File: src/rtl/logic_op_pipe.sv
// Registered AND/OR/NOR/INV stage with valid/ready on both sides.
// A main output register plus one skid entry sustain full throughput under backpressure.
module logic_op_pipe #(
  parameter int WIDTH = 32
) (
  input  logic             CLK,
  input  logic             RST,
  input  logic             IN_VALID,
  output logic             IN_READY,
  input  logic [1:0]       OP,
  input  logic [WIDTH-1:0] A,
  input  logic [WIDTH-1:0] B,
  output logic             OUT_VALID,
  input  logic             OUT_READY,
  output logic [WIDTH-1:0] Y,
  output logic             ZERO,
  output logic [1:0]       OUT_OP
);

  // Encoding mirrors {main valid, skid valid}, so bit 1 is OUT_VALID directly.
  typedef enum logic [1:0] {
    EMPTY = 2'b00,
    ONE   = 2'b10,
    FULL  = 2'b11
  } state_e;

  state_e           state_q, state_d;
  logic [WIDTH-1:0] y_q, y_d;
  logic             zero_q, zero_d;
  logic [1:0]       op_q, op_d;
  logic [WIDTH-1:0] skid_y_q, skid_y_d;
  logic             skid_zero_q, skid_zero_d;
  logic [1:0]       skid_op_q, skid_op_d;
  logic             in_ready_q, in_ready_d;

  logic [WIDTH-1:0] func_res;
  logic             func_zero;
  logic             accept;
  logic             emit;

  // INV uses only A so an unknown B can never reach the result.
  always_comb begin
    func_res = '0;
    case (OP)
      2'b00:   func_res = A & B;
      2'b01:   func_res = A | B;
      2'b10:   func_res = ~(A | B);
      default: func_res = ~A;
    endcase
  end

  assign func_zero = ~|func_res;
  assign accept    = IN_VALID & in_ready_q;
  assign emit      = state_q[1] & OUT_READY;

  always_comb begin
    state_d     = state_q;
    y_d         = y_q;
    zero_d      = zero_q;
    op_d        = op_q;
    skid_y_d    = skid_y_q;
    skid_zero_d = skid_zero_q;
    skid_op_d   = skid_op_q;
    case (state_q)
      EMPTY: begin
        if (accept) begin
          y_d     = func_res;
          zero_d  = func_zero;
          op_d    = OP;
          state_d = ONE;
        end
      end
      ONE: begin
        if (accept && emit) begin
          y_d    = func_res;
          zero_d = func_zero;
          op_d   = OP;
        end else if (accept) begin
          skid_y_d    = func_res;
          skid_zero_d = func_zero;
          skid_op_d   = OP;
          state_d     = FULL;
        end else if (emit) begin
          state_d = EMPTY;
        end
      end
      FULL: begin
        if (emit) begin
          y_d     = skid_y_q;
          zero_d  = skid_zero_q;
          op_d    = skid_op_q;
          state_d = ONE;
        end
      end
      default: state_d = EMPTY;
    endcase
    in_ready_d = (state_d != FULL);
  end

  always_ff @(posedge CLK) begin
    if (RST) begin
      state_q     <= EMPTY;
      y_q         <= '0;
      zero_q      <= 1'b0;
      op_q        <= 2'b00;
      skid_y_q    <= '0;
      skid_zero_q <= 1'b0;
      skid_op_q   <= 2'b00;
      in_ready_q  <= 1'b1;
    end else begin
      state_q     <= state_d;
      y_q         <= y_d;
      zero_q      <= zero_d;
      op_q        <= op_d;
      skid_y_q    <= skid_y_d;
      skid_zero_q <= skid_zero_d;
      skid_op_q   <= skid_op_d;
      in_ready_q  <= in_ready_d;
    end
  end

  assign OUT_VALID = state_q[1];
  assign IN_READY  = in_ready_q;
  assign Y         = y_q;
  assign ZERO      = zero_q;
  assign OUT_OP    = op_q;

endmodule
File: config.mk
export PLATFORM = sky130hd
export DESIGN_NAME = logic_op_pipe
export DESIGN_NICKNAME = d
export VERILOG_FILES = /design/src/rtl/logic_op_pipe.sv
export SDC_FILE = /design/constraint.sdc
export NUM_CORES = 1
export LEC_CHECK = 0
export CORE_UTILIZATION = 50
export CTS_CLUSTER_DIAMETER = 120
export DETAILED_ROUTE_END_ITERATION = 12
export DONT_BUFFER_PORTS = 1
export PLACE_DENSITY_LB_ADDON = 0.08
export SYNTH_ARGS = -nofsm -noshare
export SYNTH_HDL_FRONTEND = slang
export SYNTH_SLANG_ARGS = --single-unit
File: constraint.sdc
create_clock -name CLK -period 2.39 [get_ports CLK]
set_input_delay 0.1195 -clock CLK [delete_from_list [all_inputs] [get_ports CLK]]
set_output_delay 0.1195 -clock CLK [all_outputs]
set_load 0.05 [all_outputs]
* Word level (Yosys, flattened, before mapping)
Cells that the tools add are included. Widths: inputs -> output; s select.
Operators by class: bitwise gates (word level) 7, equal/unequal tests 8, reductions and logical operators 8, muxes and demuxes 19
Operators with widths (number):
- $pmux 32 s3 | 2
- $mux 32 | 3
- $not 32->32 | 2
- $and 32x32->32 | 1
- $or 32x32->32 | 1
- $reduce_or 32->1 | 1
- $mux 2 | 8
- $pmux 2 s3 | 2
- $ne 2x2->1 const B | 4
- $eq 2x2->1 const B | 3
- $logic_not 2->1 | 2
- $reduce_and 4->1 | 1
- $mux 1 | 3
- $pmux 1 s3 | 1
- $reduce_and 3->1 | 1
- $reduce_bool 3->1 | 1
- $and 1x1->1 | 2
- $eq 2x1->1 const B | 1
- $logic_and 1x1->1 | 1
- $logic_not 1->1 | 1
- $not 1->1 | 1
Word-level totals: output and inout bits 37, register bits 73, word-level logic and storage cells 50, bits of input ports 70

* Longest topological paths before layout
Gate-level depths: netlist of run 1.
word-level depth 7, mapped depth 9, mapped depth without buffers 7

* Least setup slack after synthesis of run 1
Ideal clock, no wire load.
kind flip-flop to flip-flop, from register state_q[1], to register y_q[16], in the netlist Y[16], path buffers 2, required time 2.320 ns, cell stages (with the launch flop) 9, setup time 0.070 ns, slack 0.037 ns, clock period less this slack 2.353 ns, arrival time 2.282 ns, cells stage by stage dfxtp_1 > inv_1 > ha_1 > nor2b_1 > a211oi_1 > clkbuf_1 > clkbuf_1 > nand2_1 > a21oi_1
On the way: word-level cells in the longest chain between the ends 4, elaborated cells on any way between the ends 11, classes of those cells eq/ne (5); mux (1); bitwise (1); reduce/logical (4)
RTL lines:
- start, declared | RTL line 27 | state_e state_q, state_d;
- start signal, assigned | RTL line 111 | state_q <= state_d;
- $and 1x1->1 | RTL line 54 | assign emit = state_q[1] & OUT_READY;
- $logic_and 1x1->1 | RTL line 74 | if (accept && emit) begin
- $ne 2x2->1 (no source line)
- $reduce_and 4->1 (no source line)
- end signal, assigned | RTL line 112 | y_q <= y_d;
- end, declared | RTL line 28 | logic [WIDTH-1:0] y_q, y_d;
Parallel ways exist; a longest one is shown, timed or not. A chain may end at the register's enable or synchronous reset.

* Worst setup path in the final report of run 1
from register state_q[1], to register y_q[19], in the netlist Y[19]
Same word-level chain as after synthesis.

==> metrics.yaml, run 1 <==
status: "finished clean"
grt_pass1_wl_mm: 18.8
utilization_pct: 55.2
fin_setup_tns_ns: 0
ys_ff_latch: 73
hold_start: "RST"
vdd_drop_max_uv: 319
n_antenna_cell: 0
clockBufferDepth: 2
layout_common_cells: "a21oi_1 (125), nand2_1 (109), dfxtp_1 (73)"
rr_endpoint: "Y[19]$_SDFFE_PP0P_"
routed_via_density: 6.19
clkTransAtPathRegs_ns: 0.08
antenna_found_initial: 0
finalSetupViolCount: 0
synth_edf_count: 0
worstMarginPinSlew_ns: 0.619
period_share_pct: 92.7
port_buffers: 0
fin_ws_ns: 0.173
die-width_um: 94.0
rsz0062_at_grt: "false"
leakagePower_nw: 1.44
die_y_um: 94.0
syn-cell-area_mm2: 0.00423
synthCells: 615
coreArea_mm2: 0.00822
start_util_pct: 51.5
cts_buffers: 9
hold_viol: 0
async_reset_ff_share_pct: 0
postRouteAntennaNets: 0
hold_path_class: "input port to register"
die-area_mm2: 0.00883
ctsHoldBuffers: 3
ys.flop_type: "dfxtp_1"
crit_required_ns: 2.66
clock_latency_ns: 0.35
rows: 33
fill_cells: 825
report.final.slew_viol_count: 0
final_nets: 664
drc: 0
layout_min_cycle_time_ns: 2.22
ios: 107
tritoncts: "yes"
overflow: 0
mostFrequentLayoutCell: "a21oi_1"
cp-start-kind: "register"
regToRegSetupSlack_ns: 0.17
cp_max_fo: 14
min_path_cells: 2
dp_hpwl_mm: 7.98
regArea_mm2: 0.00146
firstDrtPassIters: 4
routed_wl_mm: 11.7
critical_path_class: "register to register"
post_cts_buffers: 0
cts_resized: 0
holdPathEnd: "skid_zero_q$_SDFFE_PP0P_"
synthDistinctLibCells: 41
rr_startpoint: "state_q[1]$_SDFF_PP0_"
routabilityCongestion: 0.814
max_freq_mhz: 451
ys_warn_count: 0
fin_worst_skew_ns: 0.0102
cts.root.buffer_cell: "clkbuf_8"
critPathCaptureType: "register"
synth_nets: 689
postSynthAreaPerCell_um2: 6.88
drv_cap: 0
dp_slack_ns: 0.221
wl_per_cell_um: 16.7
drive_above_1_share_pct: 5.71
yosysSeqAreaShare_pct: 34.6
drt_iter0_drc: 211
grtUsageTotal_pct: 27.3
worstPathArrival_ns: 2.49
final_cell_area_mm2: 0.00454
htree_levels: 3
relSlewSlack_pct: 58.7
vias: 4334
r2r_cells: 7
multi_input_area_mm2: 0.00259
grt_pass1_vias: 3789
cts_sinks: 73
grt_max_degree: 81
power.density_mw_per_mm2: 749
placed_cell_area_mm2: 0.00429
area_growth_pct: 7.34
## layer usage
layer	vias up	wire [µm]	GRT usage, %	part of all wire [%]
met5	-	0	0	0
met4	0	198	8.33	1.7
met3	15	761	6.15	6.5
met2	131	5610	44.5	48
met1	1999	5150	35.6	44
li1	2189	-	-	-
## flip-flops by register name (all words and copies together), names as in the netlist
| signal | cells |
|---|---|
| skid_zero_q | 1 |
| Y | 32 |
| state_q | 2 |
| skid_y_q | 32 |
| skid_op_q | 2 |
| ZERO | 1 |
| OUT_OP | 2 |
| IN_READY | 1 |
## cells in the mapped netlist, types with 3 or more instances
master	count	area, µm²
nor3_1	29	145
a211oi_1	44	330
nand2_1	109	409
inv_1	3	11.3
o22ai_1	5	31.3
dfxtp_1	73	1460
mux2i_1	4	40.0
a22oi_1	6	45.0
nand4_1	8	50.1
buf_1	10	37.5
nor2_1	71	267
nand3_1	3	15.0
or4_1	5	37.5
ha_1	4	50.1
a21oi_1	125	626
o21ai_0	36	180
a221oi_1	7	61.3
clkbuf_1	37	139
nor4_1	9	56.3
## cell type report
cell class	instances	share of cell area, %
multi-input cells	491	57.1
flip-flops and latches	73	32.2
repair buffers	12	3.09
clock buffers	10	3.03
well taps	105	2.89
clock inverters	6	1.46
inverters	3	0.248
## how the worst max path moves through the flow
| stage | from | end | cells past startpoint |
|---|---|---|---|
| after floorplan | state_q[1]$_SDFF_PP0_ | Y[16]$_SDFFE_PP0P_ | 8 |
| after global placement | state_q[1]$_SDFF_PP0_ | Y[10]$_SDFFE_PP0P_ | 7 |
| after detailed placement | state_q[1]$_SDFF_PP0_ | Y[22]$_SDFFE_PP0P_ | 7 |
| after CTS | state_q[1]$_SDFF_PP0_ | Y[19]$_SDFFE_PP0P_ | 7 |
| after global routing | state_q[1]$_SDFF_PP0_ | Y[19]$_SDFFE_PP0P_ | 7 |
| final | state_q[1]$_SDFF_PP0_ | Y[19]$_SDFFE_PP0P_ | 7 |
## worst max-delay path, stage by stage (launching register included)
cell and delay [ns]:
dfxtp_1 0.47, inv_1 0.11, ha_1 0.28, nor2b_1 0.28, a211o_1 0.46, buf_4 0.29
nand2_1 0.07, a21oi_1 0.18
## stage by stage
stage                     power, mW  hold slack, ns  std cells
after floorplan                2.25           0.370        615
after global placement         2.38           0.194        681
after detailed placement       2.40           0.198        681
after CTS                      3.43         0.00387        700
after global routing           3.57          0.0274        700
final                          3.40          0.0230        700
## power by group
part / leakage [nW] / internal [mW] / switching [mW]
clock: 0.0949 / 0.512 / 0.487
combinational: 0.746 / 0.273 / 0.433
sequential: 0.596 / 1.35 / 0.346
total: 1.44 / 2.13 / 1.27
## cells by family (layout without fill, tap and decap cells)
group           after synthesis  in the layout  synth area share (%)
simple gates                242            242                  24.6
compound gates              240            240                  33.9
flops                        73             73                  34.6
buf+inv                      51             31                  4.56
fa+ha+maj                     5              5                  1.42
mux                           4              4                 0.947
(Power assumes the default switching activity.)
==> run 2: changes to the inputs <==
--- a/config.mk
+++ b/config.mk
@@ -10,6 +10,7 @@
 export DETAILED_ROUTE_END_ITERATION = 12
 export DONT_BUFFER_PORTS = 1
 export PLACE_DENSITY_LB_ADDON = 0.08
+export REMOVE_ABC_BUFFERS = 1
 export SYNTH_ARGS = -nofsm -noshare
 export SYNTH_HDL_FRONTEND = slang
 export SYNTH_SLANG_ARGS = --single-unit
==> run 2 against run 1 <==
Wire length is 0.84% higher. Cell count up 0.14%. Clock power up 8%. Largest power group unchanged. Highest routed layer unchanged.
==> metrics.yaml, run 2 (synthesis results as in run 1) <==
status: "finished clean"
leakagePower_nw: 1.46
n_antenna_cell: 0
r2r_cells: 7
swShare_pct: 36.6
hold_viol: 0
worst_path_max_delay_cell: "dfxtp_1"
mostFrequentLayoutCell: "a21oi_1"
antenna_found_initial: 0
p_int_mw: 2.22
report.final.slew_viol_count: 0
crit_chain: "inv_1 -> ha_1 -> nor2b_1 -> a211o_1 -> buf_4 -> nand2_1 -> a21oi_1"
regArea_mm2: 0.00146
drv_cap: 0
grt_pass1_wl_mm: 19.1
power.density_mw_per_mm2: 762
dp_hpwl_mm: 7.61
crit_required_ns: 2.69
rows: 33
cp_slowest_stage_delay_ns: 0.46
final_nets: 665
cp-start-kind: "register"
p_total_mw: 3.50
switchingPower_mw: 1.28
cts_buffers: 9
routed_via_density: 6.25
grt_pass1_vias: 4056
fin_setup_tns_ns: 0
worstPathArrival_ns: 2.42
overflow: 0
hold_path_class: "input port to register"
start_util_pct: 51.5
finalSetupViolCount: 0
coreArea_mm2: 0.00822
die-area_mm2: 0.00883
tritoncts: "yes"
rsz0062_at_grt: "false"
min_path_cells: 2
combPwrFrac_pct: 20.5
die-width_um: 94.0
p_clk_share_pct: 31.0
worstMarginPinSlew_ns: 0.638
critPathBufInv: 2
clock_latency_ns: 0.36
relSlewSlack_pct: 57.5
layout_min_cycle_time_ns: 2.13
grt_max_degree: 81
regToRegSetupSlack_ns: 0.26
max_freq_mhz: 470
cts_resized: 0
htree_levels: 3
critPathCaptureType: "register"
cts_sinks: 73
area_growth_pct: 8.52
multi_input_area_mm2: 0.00259
post_cts_buffers: 0
drive_above_1_share_pct: 5.70
final_cell_area_mm2: 0.00459
routed_wl_mm: 11.8
vias: 4383
postRouteAntennaNets: 0
grtUsageTotal_pct: 27.7
fin_worst_skew_ns: 0.00953
layout_common_cells: "a21oi_1 (125), nand2_1 (109), dfxtp_1 (73)"
ctsHoldBuffers: 4
vdd_drop_max_uv: 331
drt_iter0_drc: 210
clkTransAtPathRegs_ns: 0.08
port_buffers: 0
utilization_pct: 55.9
firstDrtPassIters: 5
cp_max_fo: 17
die_y_um: 94.0
critical_path_class: "register to register"
period_share_pct: 89.0
worstSetupPathDepth: 7
placed_cell_area_mm2: 0.00431
ios: 107
drc: 0
wl_per_cell_um: 16.9
crit_family: "compound AO/OA/AOI/OAI gates"
routabilityCongestion: 0.842
fill_cells: 802
seq_power_share_pct: 48.5
cts.root.buffer_cell: "clkbuf_8"
clockBufferDepth: 2
==> run 2: cell count changes in the layout (fill, tap and decap cells not counted), moves of 2 or more <==
cell,delta
clkinvlp_4,-2
clkinv_4,+2
buf_4,-2
buf_12,+2
==> run 2: cell type report <==
| type | instances | area share, % |
|---|---|---|
| sequential | 73 | 31.8 |
| inverter | 3 | 0.245 |
| tap | 105 | 2.86 |
| multi-input combinational | 491 | 56.5 |
| timing repair buffer | 13 | 3.82 |
| clock buffer | 9 | 2.70 |
| clock inverter | 7 | 2.07 |
==> run 2: power by group through the flow <==
| stage | registers (mW) | logic, mW | clock network (mW) |
|---|---|---|---|
| 3_3_place_gp | 1.72 | 0.668 | 0 |
| 5_1_grt | 1.71 | 0.814 | 1.15 |
| 2_1_floorplan | 1.71 | 0.483 | 0 |
| 4_1_cts | 1.70 | 0.719 | 1.08 |
| 3_5_place_dp | 1.73 | 0.688 | 0 |
| 6_report | 1.70 | 0.717 | 1.08 |
==> run 2: path summary, 6_finish.rpt <==
kind,from,to
worst max-delay path,state_q[1]$_SDFF_PP0_,Y[5]$_SDFFE_PP0P_
worst min-delay path,RST,skid_zero_q$_SDFFE_PP0P_
worst max register to register,state_q[1]$_SDFF_PP0_,Y[5]$_SDFFE_PP0P_
worst min register to register,skid_op_q[0]$_SDFFE_PP0P_,skid_op_q[0]$_SDFFE_PP0P_
==> run 2: routing by layer <==
layer	vias up	part of all wire, %	track usage (%)
met5	-	0	0
met4	0	1.8	9.23
met3	19	8.0	7.04
met2	158	45	44.0
met1	2004	45	36.4
li1	2202	-	-
==> run 2: metrics by stage <==
step	setup WS, ns	instances	hold slack (ns)
2_1_floorplan	-1.91	567	0.189
3_3_place_gp	0.400	681	0.195
3_5_place_dp	0.249	681	0.200
4_1_cts	0.235	701	0.0136
5_1_grt	0.0477	701	0.0232
6_report	0.264	701	0.0136
==> run 3: changes to the inputs <==
--- a/config.mk
+++ b/config.mk
@@ -5,7 +5,9 @@
 export SDC_FILE = /design/constraint.sdc
 export NUM_CORES = 1
 export LEC_CHECK = 0
-export CORE_UTILIZATION = 50
+export CELL_PAD_IN_SITES_DETAIL_PLACEMENT = 1
+export CELL_PAD_IN_SITES_GLOBAL_PLACEMENT = 1
+export CORE_UTILIZATION = 45
 export CTS_CLUSTER_DIAMETER = 120
 export DETAILED_ROUTE_END_ITERATION = 12
 export DONT_BUFFER_PORTS = 1
==> run 3 against run 2 <==
Largest power group unchanged. Flip-flop and latch count unchanged. Global-route usage increased by 0.12 points. Total power increased by 4.7%. Register-to-register slack improved by 0.05 ns. Combinational power increased by 4.7%. Critical path type unchanged. Worst setup slack improved by 0.050 ns. First-iteration DRC count decreased by 2.4%. Wire length increased by 14%. Fmax increased by 2.4%. Clock-buffer cell count unchanged.
==> metrics.yaml, run 3 (synthesis results as in run 1) <==
dp_slack_ns: 0.315
fin_ws_ns: 0.313
combPwrFrac_pct: 20.5
multi_input_area_mm2: 0.00259
critical_path_class: "register to register"
antenna_found_initial: 0
die_y_um: 98.9
hold_path_class: "input port to register"
cts.root.buffer_cell: "clkbuf_8"
coreArea_mm2: 0.00915
regArea_mm2: 0.00146
worstSetupPathDepth: 7
htree_levels: 3
ctsHoldBuffers: 4
grt_pass1_vias: 4493
status: "finished clean"
vdd_drop_max_uv: 323
critPathCaptureType: "register"
wl_per_cell_um: 19.0
swShare_pct: 36.2
vias: 4479
p_total_mw: 3.66
fin_worst_skew_ns: 0.0108
switchingPower_mw: 1.33
firstDrtPassIters: 4
clock_latency_ns: 0.35
overflow: 0
area_growth_pct: 9.44
worstPathArrival_ns: 2.36
fin_setup_tns_ns: 0
mostFrequentLayoutCell: "a21oi_1"
postRouteAntennaNets: 0
cts_sinks: 73
cts_resized: 0
seq_power_share_pct: 46.4
routed_via_density: 6.33
die-area_mm2: 0.00979
power.density_mw_per_mm2: 791
leakagePower_nw: 1.48
die-width_um: 98.9
clkTransAtPathRegs_ns: 0.09
drt_iter0_drc: 205
cp_slowest_stage_delay_ns: 0.47
start_util_pct: 46.2
drv_cap: 0
post_cts_buffers: 0
grt_pass1_wl_mm: 21.9
relSlewSlack_pct: 56.1
routed_wl_mm: 13.4
hold_viol: 0
crit_family: "compound AO/OA/AOI/OAI gates"
cp_max_fo: 9
ios: 107
report.final.slew_viol_count: 0
dp_hpwl_mm: 8.79
rows: 35
drive_above_1_share_pct: 5.86
max_freq_mhz: 482
clockBufferDepth: 2
crit_required_ns: 2.68
p_int_mw: 2.34
routabilityCongestion: 0.858
grt_max_degree: 81
tritoncts: "yes"
cp-start-kind: "register"
grtUsageTotal_pct: 27.8
layout_common_cells: "a21oi_1 (125), nand2_1 (109), dfxtp_1 (73)"
worstMarginPinSlew_ns: 0.658
period_share_pct: 86.9
critPathBufInv: 2
cts_buffers: 9
min_path_cells: 2
drc: 0
crit_chain: "inv_1 -> ha_1 -> nor2b_1 -> a211o_1 -> buf_4 -> nand2_1 -> a21oi_1"
final_nets: 666
fill_cells: 1208
rsz0062_at_grt: "false"
n_antenna_cell: 0
p_clk_share_pct: 33.1
layout_min_cycle_time_ns: 2.08
r2r_cells: 7
worst_path_max_delay_cell: "dfxtp_1"
port_buffers: 0
finalSetupViolCount: 0
-- run 3: routing by layer --
metal  GRT usage (%)  vias to the layer above  wire length (µm)
li1                -                     2189                 -
met5               0                        -                 0
met4            7.12                        0               164
met2            47.9                      115              6380
met3            6.38                       18               739
met1            35.0                     2157              6160
-- run 3: per-stage QoR --
step / utilization (%) / std cells / hold WS [ns] / area (µm²)
after global routing: 50.6 / 708 / 0.00453 / 4630
after global placement: 47.3 / 688 / 0.197 / 4330
after floorplan: - / 567 / 0.189 / 4050
after detailed placement: 47.3 / 688 / 0.197 / 4330
final: 50.6 / 708 / 0.0203 / 4630
after CTS: 50.6 / 708 / 0.0128 / 4630
-- run 3: final cells by class --
cell class	count	area share, %
clock buffer	9	2.68
timing repair buffer	14	3.95
clock inverter	7	2.57
inverter	3	0.243
multi-input combinational	491	56.0
sequential	73	31.6
tap	111	3.00
-- run 3: path summary, 6_finish.rpt --
path	from	end	slack [ns]
max	state_q[1]$_SDFF_PP0_	Y[16]$_SDFFE_PP0P_	0.31
min reg2reg	skid_y_q[7]$_SDFFE_PP0P_	skid_y_q[7]$_SDFFE_PP0P_	0.50
max reg2reg	state_q[1]$_SDFF_PP0_	Y[16]$_SDFFE_PP0P_	0.31
min	RST	skid_zero_q$_SDFFE_PP0P_	0.02
-- run 3: power groups by stage --
| stage | logic, mW | clock network (mW) | registers (mW) |
|---|---|---|---|
| global placement | 0.693 | 0 | 1.72 |
| finish | 0.751 | 1.21 | 1.70 |
| CTS | 0.755 | 1.22 | 1.70 |
| floorplan | 0.483 | 0 | 1.71 |
| global route | 0.841 | 1.29 | 1.71 |
| detailed placement | 0.718 | 0 | 1.73 |
-- run 3: worst reg2reg max path, stage by stage (launching register included) --
cell and delay, ns:
dfxtp_1 0.47, inv_1 0.11, ha_1 0.28, nor2b_1 0.28
a211o_1 0.42, buf_4 0.25, nand2_1 0.07, a21oi_1 0.14
